[src/rtl/br_resolve_ctrl.sv]
// Branch resolve controller: queues IF-stage predictions, checks them against the
// EX outcome, and on a mispredict squashes IF/ID and redirects fetch.
module br_resolve_ctrl #(
  parameter int XLEN      = 32,
  parameter int DEPTH     = 4,
  parameter int FLUSH_CYC = 2,
  parameter int CNT_W     = 16
) (
  input  logic             clk,
  input  logic             rst_n,
  input  logic             stall,
  input  logic             if_br_valid,
  input  logic             if_pred_taken,
  input  logic [XLEN-1:0]  if_pc,
  input  logic [XLEN-1:0]  if_target,
  input  logic             ex_br_valid,
  input  logic             ex_taken,
  output logic             pred_wrong,
  output logic             flush,
  output logic             redirect_valid,
  output logic [XLEN-1:0]  redirect_pc,
  output logic             q_full,
  output logic [CNT_W-1:0] cnt_branches,
  output logic [CNT_W-1:0] cnt_mispred,
  output logic             err_underflow,
  output logic             dbg_state_o
);

  localparam int PW = $clog2(DEPTH);
  localparam int CW = PW + 1;
  localparam int FW = (FLUSH_CYC > 1) ? $clog2(FLUSH_CYC) : 1;
  localparam int EW = 2 * XLEN + 1;
  localparam logic [CNT_W-1:0] CNT_MAX = '1;

  typedef enum logic {
    IDLE  = 1'b0,
    FLUSH = 1'b1
  } state_e;

  // Handshake: an IF branch is accepted (push) only in a non-stalled IDLE cycle with
  // room in the queue (or a same-cycle pop); an EX resolve (pop) needs a non-stalled
  // IDLE cycle and a non-empty queue. Both are single-cycle qualifiers, no backpressure
  // beyond q_full.
  logic [EW-1:0]    mem_q [DEPTH];

  state_e           state_q, state_d;
  logic [FW-1:0]    fcnt_q, fcnt_d;
  logic [PW-1:0]    rd_ptr_q, rd_ptr_d;
  logic [PW-1:0]    wr_ptr_q, wr_ptr_d;
  logic [CW-1:0]    count_q, count_d;
  logic             flush_q, flush_d;
  logic             rv_q, rv_d;
  logic [XLEN-1:0]  rpc_q, rpc_d;
  logic [CNT_W-1:0] cntb_q, cntb_d;
  logic [CNT_W-1:0] cntm_q, cntm_d;
  logic             err_q, err_d;

  logic             active;
  logic             full;
  logic             pop;
  logic             push;
  logic             mis;
  logic             underflow;
  logic [EW-1:0]    head;
  logic             head_taken;
  logic [XLEN-1:0]  head_pc;
  logic [XLEN-1:0]  head_tgt;

  assign active     = !stall && (state_q == IDLE);
  assign full       = (count_q == CW'(DEPTH));
  assign head       = mem_q[rd_ptr_q];
  assign head_taken = head[EW-1];
  assign head_pc    = head[EW-2:XLEN];
  assign head_tgt   = head[XLEN-1:0];
  assign pop        = ex_br_valid && active && (count_q != '0);
  assign mis        = pop && (ex_taken != head_taken);
  assign push       = if_br_valid && active && !mis && (!full || pop);
  assign underflow  = ex_br_valid && active && (count_q == '0);

  always_comb begin
    state_d  = state_q;
    fcnt_d   = fcnt_q;
    rd_ptr_d = rd_ptr_q;
    wr_ptr_d = wr_ptr_q;
    count_d  = count_q;
    flush_d  = flush_q;
    rv_d     = rv_q;
    rpc_d    = rpc_q;
    cntb_d   = cntb_q;
    cntm_d   = cntm_q;
    err_d    = err_q;
    if (!stall) begin
      case (state_q)
        IDLE: begin
          if (mis) begin
            // Every younger entry is on the wrong path, so the whole queue goes.
            state_d  = FLUSH;
            fcnt_d   = FW'(FLUSH_CYC - 1);
            flush_d  = 1'b1;
            rv_d     = 1'b1;
            rpc_d    = ex_taken ? head_tgt : head_pc + XLEN'(4);
            rd_ptr_d = '0;
            wr_ptr_d = '0;
            count_d  = '0;
          end else begin
            rd_ptr_d = rd_ptr_q + PW'(pop);
            wr_ptr_d = wr_ptr_q + PW'(push);
            count_d  = count_q + CW'(push) - CW'(pop);
          end
        end
        FLUSH: begin
          rv_d = 1'b0;
          if (fcnt_q == '0) begin
            state_d = IDLE;
            flush_d = 1'b0;
          end else begin
            fcnt_d = fcnt_q - FW'(1);
          end
        end
        default: state_d = IDLE;
      endcase
      if (pop && (cntb_q != CNT_MAX)) cntb_d = cntb_q + CNT_W'(1);
      if (mis && (cntm_q != CNT_MAX)) cntm_d = cntm_q + CNT_W'(1);
      if (underflow) err_d = 1'b1;
    end
  end

  always_ff @(posedge clk) begin
    if (!rst_n) begin
      state_q  <= IDLE;
      fcnt_q   <= '0;
      rd_ptr_q <= '0;
      wr_ptr_q <= '0;
      count_q  <= '0;
      flush_q  <= 1'b0;
      rv_q     <= 1'b0;
      rpc_q    <= '0;
      cntb_q   <= '0;
      cntm_q   <= '0;
      err_q    <= 1'b0;
    end else begin
      state_q  <= state_d;
      fcnt_q   <= fcnt_d;
      rd_ptr_q <= rd_ptr_d;
      wr_ptr_q <= wr_ptr_d;
      count_q  <= count_d;
      flush_q  <= flush_d;
      rv_q     <= rv_d;
      rpc_q    <= rpc_d;
      cntb_q   <= cntb_d;
      cntm_q   <= cntm_d;
      err_q    <= err_d;
    end
  end

  // Entry storage needs no reset: count_q alone decides which slots are live.
  always_ff @(posedge clk) begin
    if (push) mem_q[wr_ptr_q] <= {if_pred_taken, if_pc, if_target};
  end

  assign pred_wrong     = mis;
  assign flush          = flush_q;
  assign redirect_valid = rv_q;
  assign redirect_pc    = rpc_q;
  assign q_full         = full;
  assign cnt_branches   = cntb_q;
  assign cnt_mispred    = cntm_q;
  assign err_underflow  = err_q;
  assign dbg_state_o    = state_q;

endmodule

[config.mk]
export PLATFORM = sky130hd
export DESIGN_NAME = br_resolve_ctrl
export DESIGN_NICKNAME = d
export VERILOG_FILES = /design/src/rtl/br_resolve_ctrl.sv
export SDC_FILE = /design/constraint.sdc
export NUM_CORES = 1
export LEC_CHECK = 0
export BUFFER_PORTS_ARGS = -buffer_cell sky130_fd_sc_hd__buf_2
export CAP_MARGIN = 20
export CORE_UTILIZATION = 32
export CTS_BUF_LIST = sky130_fd_sc_hd__clkbuf_4 sky130_fd_sc_hd__clkbuf_8
export DETAILED_ROUTE_END_ITERATION = 10
export GPL_TIMING_DRIVEN = 0
export HOLD_SLACK_MARGIN = 0.15
export PLACE_DENSITY = 0.58
export SLEW_MARGIN = 25
export SYNTH_ARGS = -nofsm -noshare
export SYNTH_HDL_FRONTEND = slang
export SYNTH_SLANG_ARGS = --single-unit
[constraint.sdc]
create_clock -name clk -period 12.2 [get_ports clk]
set_input_delay 1.83 -clock clk [delete_from_list [all_inputs] [get_ports clk]]
set_output_delay 1.83 -clock clk [all_outputs]
set_load 0.01 [all_outputs]
==> Word-level counts from Yosys, hierarchy flattened <==
Memory sizes are Yosys's and may differ from the RTL's. A register that Yosys moved wholly into a read port is not among the register bits.
Cells that the tools add are included.
{ "totals": {"register_bits": 76, "latch_bits": 0, "mem_bits_rw": 260, "rom_bits": 0, "in_bits": 71, "output_inout_bits": 70, "mem_count": 1} }
{ "classes": {"n_addsub": 8, "n_mul": 0, "n_div": 0, "order_cmp": 0, "n_eq_ne": 6, "shift": 0, "n_mux": 17, "bitwise": 2, "reduce_logical": 23} }
{ "mem_list": {"columns": ["name", "depth", "word_bits", "rd", "rd_clocked_by_memory_dff", "write_ports", "line", "source"], "rows": [
  ["mem_q", 4, 65, 1, 1, 1, "44", "logic [EW-1:0] mem_q [DEPTH];"]
]} }
{ "op_table": {"columns": ["cell", "n"], "rows": [
  ["16-bit by 1-bit adder with 16-bit output, second input constant", 2],
  ["32-bit by 3-bit adder with 32-bit output, second input constant", 1],
  ["32-bit 2-to-1 mux", 1],
  ["16-bit != test, second input constant", 2],
  ["1-bit logical AND", 10],
  ["2-bit AND reduction", 5],
  ["2-bit 2-to-1 mux", 4],
  ["1-bit one-hot mux with 2 select lines", 4],
  ["1-bit 2-to-1 mux", 7],
  ["3-bit AND reduction", 2],
  ["2-bit by 1-bit adder with 2-bit output", 2],
  ["2-bit != test, second input constant", 2],
  ["3-bit by 1-bit adder with 3-bit output", 1],
  ["3-bit equality test, second input constant", 1],
  ["1-bit zero test", 3],
  ["3-bit zero test", 1],
  ["3-bit 2-to-1 mux", 1],
  ["3-bit nonzero test", 1],
  ["3-bit by 1-bit subtractor with 3-bit output", 1],
  ["1-bit NOT", 2],
  ["1-bit logical OR", 1],
  ["1-bit != test", 1],
  ["1-bit subtractor, second input constant", 1]
]} }

==> Logic depth before layout (Yosys ltp) <==
{ "logic_depth": {"depth_word": 11, "ltp_mapped": 14, "mapped_depth_nobuf": 13} }

==> Worst setup path before layout <==
Ideal clock, no wire load.
{ "synth_path": {"path_type": "input -> register", "startpoint": "input stall", "endpoint": "memory mem_q[1][0] (netlist name) (enable)", "setup_ns": 0.582, "arrival_ns": 7.504, "required_ns": 11.618, "setup_slack_ns": 4.114, "cell_stages": 7, "cell_sequence": "nor2_1 -> nand3_1 -> inv_1 -> nand2b_1 -> buf_2 -> nand4_1 -> nor3b_1"} }
{ "synth_via": {"elab_chain_len": 10, "word_cells_on_any_way": 12, "classes_between": "mux (2); reduce/logical (10)"} }
{ "synth_rtl": {"columns": ["item", "line", "source"], "rows": [
  ["from (decl)", "11", "input logic stall,"],
  ["1-bit zero test (*)", null, null],
  ["1-bit logical AND (*)", "69", "assign active = !stall && (state_q == IDLE);"],
  ["1-bit logical AND (2 in series)", "75", "assign pop = ex_br_valid && active && (count_q != '0);"],
  ["1-bit logical AND", "76", "assign mis = pop && (ex_taken != head_taken);"],
  ["1-bit zero test", "77", "assign push = if_br_valid && active && !mis && (!full || pop);"],
  ["1-bit logical AND", "77", null],
  ["1-bit logical AND (*)", "77", null],
  ["1-bit 2-to-1 mux (*)", "158", "if (push) mem_q[wr_ptr_q] <= {if_pred_taken, if_pc, if_target};"],
  ["1-bit 2-to-1 mux (not written as such) (*)", "158", null],
  ["to (decl)", "44", null]
]} }
Mark *: on every way between the ends. The rest lies on a longest branch, timed or not.

==> Worst setup path in the final report <==
{ "layout_path": {"startpoint": "input stall", "endpoint": "output pred_wrong"} }
{ "layout_via": {"elab_chain_len": 5} }
{ "layout_rtl": {"columns": ["item", "line", "source"], "rows": [
  ["1-bit zero test", null, null],
  ["1-bit logical AND", "69", null],
  ["1-bit logical AND (2 in series)", "75", null],
  ["1-bit logical AND", "76", null],
  ["to (decl)", "18", "output logic pred_wrong,"]
]} }
No other way between the ends.

==> impl_metrics.py <==
metrics = {
    "status": {
        "status": "finished clean",
    },
    "cells_and_area": {
        "drive_above_1_share": 0.3229,
        "syn_to_final_growth_pct": 20.79,
        "mostFrequentLayoutCells": "edfxtp_1 (260), buf_2 (152), dfxtp_1 (77)",
        "final_cells": 1658,
        "mostFrequentLayoutCell": "edfxtp_1",
        "num-nets-final": 1148,
        "num-fill-cells": 3964,
    },
    "synth": {
        "avgSynthCellArea_um2": 16.19,
        "yosys_warnings": 0,
        "ys_seq_area_frac": 0.6857,
        "synthAdderAreaFrac": 0.006974,
        "yosysTopAreaCell": "edfxtp_1",
        "syn_nets": 920,
        "synth.top_cell.area_share": 0.5726,
        "synth_ff_type": "edfxtp_1",
        "yosys.area_share.simple": 0.09241,
        "async_reset_ff_frac": 0,
        "synth_area_mm2": 0.01363,
        "synth_seq_cells": 337,
        "synth_top_family_by_area": "multiplexers",
        "yosys-mux-area-fraction": 0.1170,
        "synth_edf_count": 260,
        "synth_cell_types": 59,
        "synth-compound-area-share": 0.04680,
        "synth_xor_area_frac": 0.03405,
        "syn_inst": 842,
        "synthTopCellsByArea": "edfxtp_1 (57%), dfxtp_1 (11%), mux4_2 (11%), xnor2_1 (2.2%), nand2_1 (1.8%)",
    },
    "critical_path": {
        "rrSetupSlack_ns": 7.96,
        "path_max_fanout": 10,
        "cp_slowest_stage_delay_ns": 0.64,
        "worstPathArrival_ns": 4.77,
        "worst_setup_path_start_kind": "input pin",
        "reg2reg_depth": 11,
        "cp-end-kind": "primary output",
        "crit_chain": "buf_2 -> nor2_1 -> nand3_1 -> inv_1 -> nand2b_1 -> inv_1 -> clkbuf_1 -> buf_1 -> buf_2",
        "worstPathRequired_ns": 10.37,
        "r2r_end": "mem_q[2][58]",
        "cp-startpoint": "stall",
        "worstSetupPathType": "in2out",
        "cpMaxStageDelayCell": "buf_1",
        "crit_path_end": "pred_wrong",
    },
    "floorplan": {
        "core_mm2": 0.04195,
        "die_area_mm2": 0.04344,
        "io-pin-count": 141,
        "fp.dieW_um": 208.4,
        "initial_core_util": 0.3250,
        "row_count": 75,
        "die_h_um": 208.4,
    },
    "sta": {
        "drv_slew": 0,
        "tightest_slew_ns": 1.018,
        "period_needed_ns": 6.603,
        "setup-violations-final": 0,
        "fin_setup_tns_ns": 0,
        "max_freq_ghz": 0.1514,
        "period_share": 0.5413,
        "fin_worst_skew_ns": 0.02346,
        "slew_headroom": 0.3116,
        "rsz0062_at_grt": "false",
        "hold_viol": 0,
    },
    "clock_tree": {
        "cts_hold_buf": 0,
        "clk_latency_ns": 0.62,
        "cts_buffers": 57,
        "cts.reportedPaths.clkPinSlew_ns": 0.06,
        "cts.sinks": 337,
        "cts_tree": "done",
        "clk_path_buf_depth": 3,
        "post_cts_buffers": 0,
        "clockRootBuffer": "clkbuf_8",
        "h-tree-depth": 2,
        "cts-resized-gates": 0,
    },
    "global_routing": {
        "grt_use_total": 0.1569,
        "grt_pass1_wl_um": 50830,
        "antenna_found_initial": 7,
        "grt.overflow.total": 0,
        "grt_pass1_vias": 8310,
        "grt_max_degree": 35,
    },
    "route": {
        "wl_um": 34000,
        "vias_per_cell": 4.891,
        "drc_errors": 0,
        "routedWlPerCell_um": 20.51,
        "dr.pass1.iters": 5,
        "drtIter0Drc": 583,
        "vias": 8110,
        "detail-route-antenna-nets": 0,
    },
    "pwr": {
        "p_leak_nw": 5.758,
        "p_int_mw": 1.885,
        "fin_total_pwr_mw": 2.439,
        "switching_share": 0.2270,
        "seq_power_share": 0.520,
        "clockPowerShare": 0.427,
        "power.density_mw_per_mm2": 148.1,
        "p_sw_uw": 553.7,
        "comb_power_share": 0.053,
        "peakVddDrop_mv": 0.07343,
    },
    "place": {
        "dp_hpwl_um": 24380,
        "gp_congestion": 0.8105,
        "placedCellCount": 1550,
        "numPortBuffers": 140,
    },
    "run": {
        "cap_violations": 0,
    },
    "worst_hold_path": {
        "holdCritPathClass": "reg2reg",
        "holdPathStages": 1,
    },
}
## cell type report
cell class / instances / area [um2] / area share
antenna: 1 / 2.502 / 0.0001519
buffer: 39 / 180.2 / 0.01094
clock buffer: 70 / 894.6 / 0.05432
clock inverter: 37 / 290.3 / 0.01763
inverter: 14 / 52.55 / 0.003191
multi-input combinational: 452 / 4073 / 0.2473
sequential: 337 / 9349 / 0.5677
tap: 539 / 674.4 / 0.04095
timing repair buffer: 169 / 953.4 / 0.05789
## Yosys cell counts (all sizes together), types with 2 or more instances
library cell,count
o22ai,2
mux4,65
o21a,2
nand2b,8
o31ai,5
nand4,20
and3,9
ha,6
o221ai,4
o211a,5
o22a,3
or3b,4
or4,2
or3,8
and4,3
a21oi,16
nor3,8
clkbuf,20
xor2,19
nor2b,7
o211ai,17
inv,14
and2,28
nor4b,2
nand2,64
nand3b,2
o21ai,19
xnor2,34
nand3,29
o2bb2ai,4
buf,19
edfxtp,260
mux2i,12
nor3b,3
dfxtp,77
nor4,9
nor2,14
a21boi,9
## per-stage QoR
stage	instance area, um2	hold slack (ns)	utilization	setup WS, ns
finish	16470	0.4671	0.3926	5.597
global placement	15010	0.4532	0.3578	-0.6330
detailed placement	15280	0.4556	0.3643	5.622
global route	16470	0.5035	0.3926	5.447
CTS	16470	0.4698	0.3926	5.614
floorplan	13630	0.4648	-	4.114
## critical path: cells and delay by family
family | cells | cell delay, ns
buf+inv | 6 | 1.94
simple gates | 3 | 1.00
## kinds of logic (layout without fill, tap and decap cells)
kind of cell / count (synthesis) / count (layout)
XOR/XNOR: 53 / 53
AO/OA/AOI/OAI: 93 / 93
other: 0 / 1
multiplexers: 78 / 78
AND/OR/NAND/NOR: 221 / 221
buffers and inverters: 53 / 329
flip-flops: 337 / 337
adder cells (fa/ha/maj): 7 / 7
## flip-flops by register name, indices dropped and copies added, names as in the netlist, 2 cells and up, named ones only
name          cells
count_q           3
redirect_pc      32
wr_ptr_q          2
cnt_branches     16
mem_q           260
rd_ptr_q          2
cnt_mispred      16
## power by group through the flow
| stage | clock [mW] | combinational (mW) | sequential [mW] |
|---|---|---|---|
| after floorplan | 0 | 0.0693 | 1.29 |
| after global placement | 0 | 0.124 | 1.30 |
| after detailed placement | 0 | 0.131 | 1.29 |
| after CTS | 1.07 | 0.132 | 1.27 |
| after global routing | 1.11 | 0.142 | 1.27 |
| final | 1.04 | 0.130 | 1.27 |
## how the worst min path moves through the flow
stage                        from             to  slack (ns)
floorplan             rd_ptr_q[0]      flip-flop        0.46
global placement    err_underflow  err_underflow        0.45
detailed placement  err_underflow  err_underflow        0.46
CTS                 err_underflow  err_underflow        0.47
global route        err_underflow  err_underflow        0.50
finish              err_underflow  err_underflow        0.47
## routing by layer
metal / track usage / wire length, um
met1: 0.2052 / 14900
met2: 0.2581 / 16430
met3: 0.04121 / 2065
met4: 0.04036 / 525
met5: 0 / 77
Note: power is estimated with default switching activity, not from simulation.
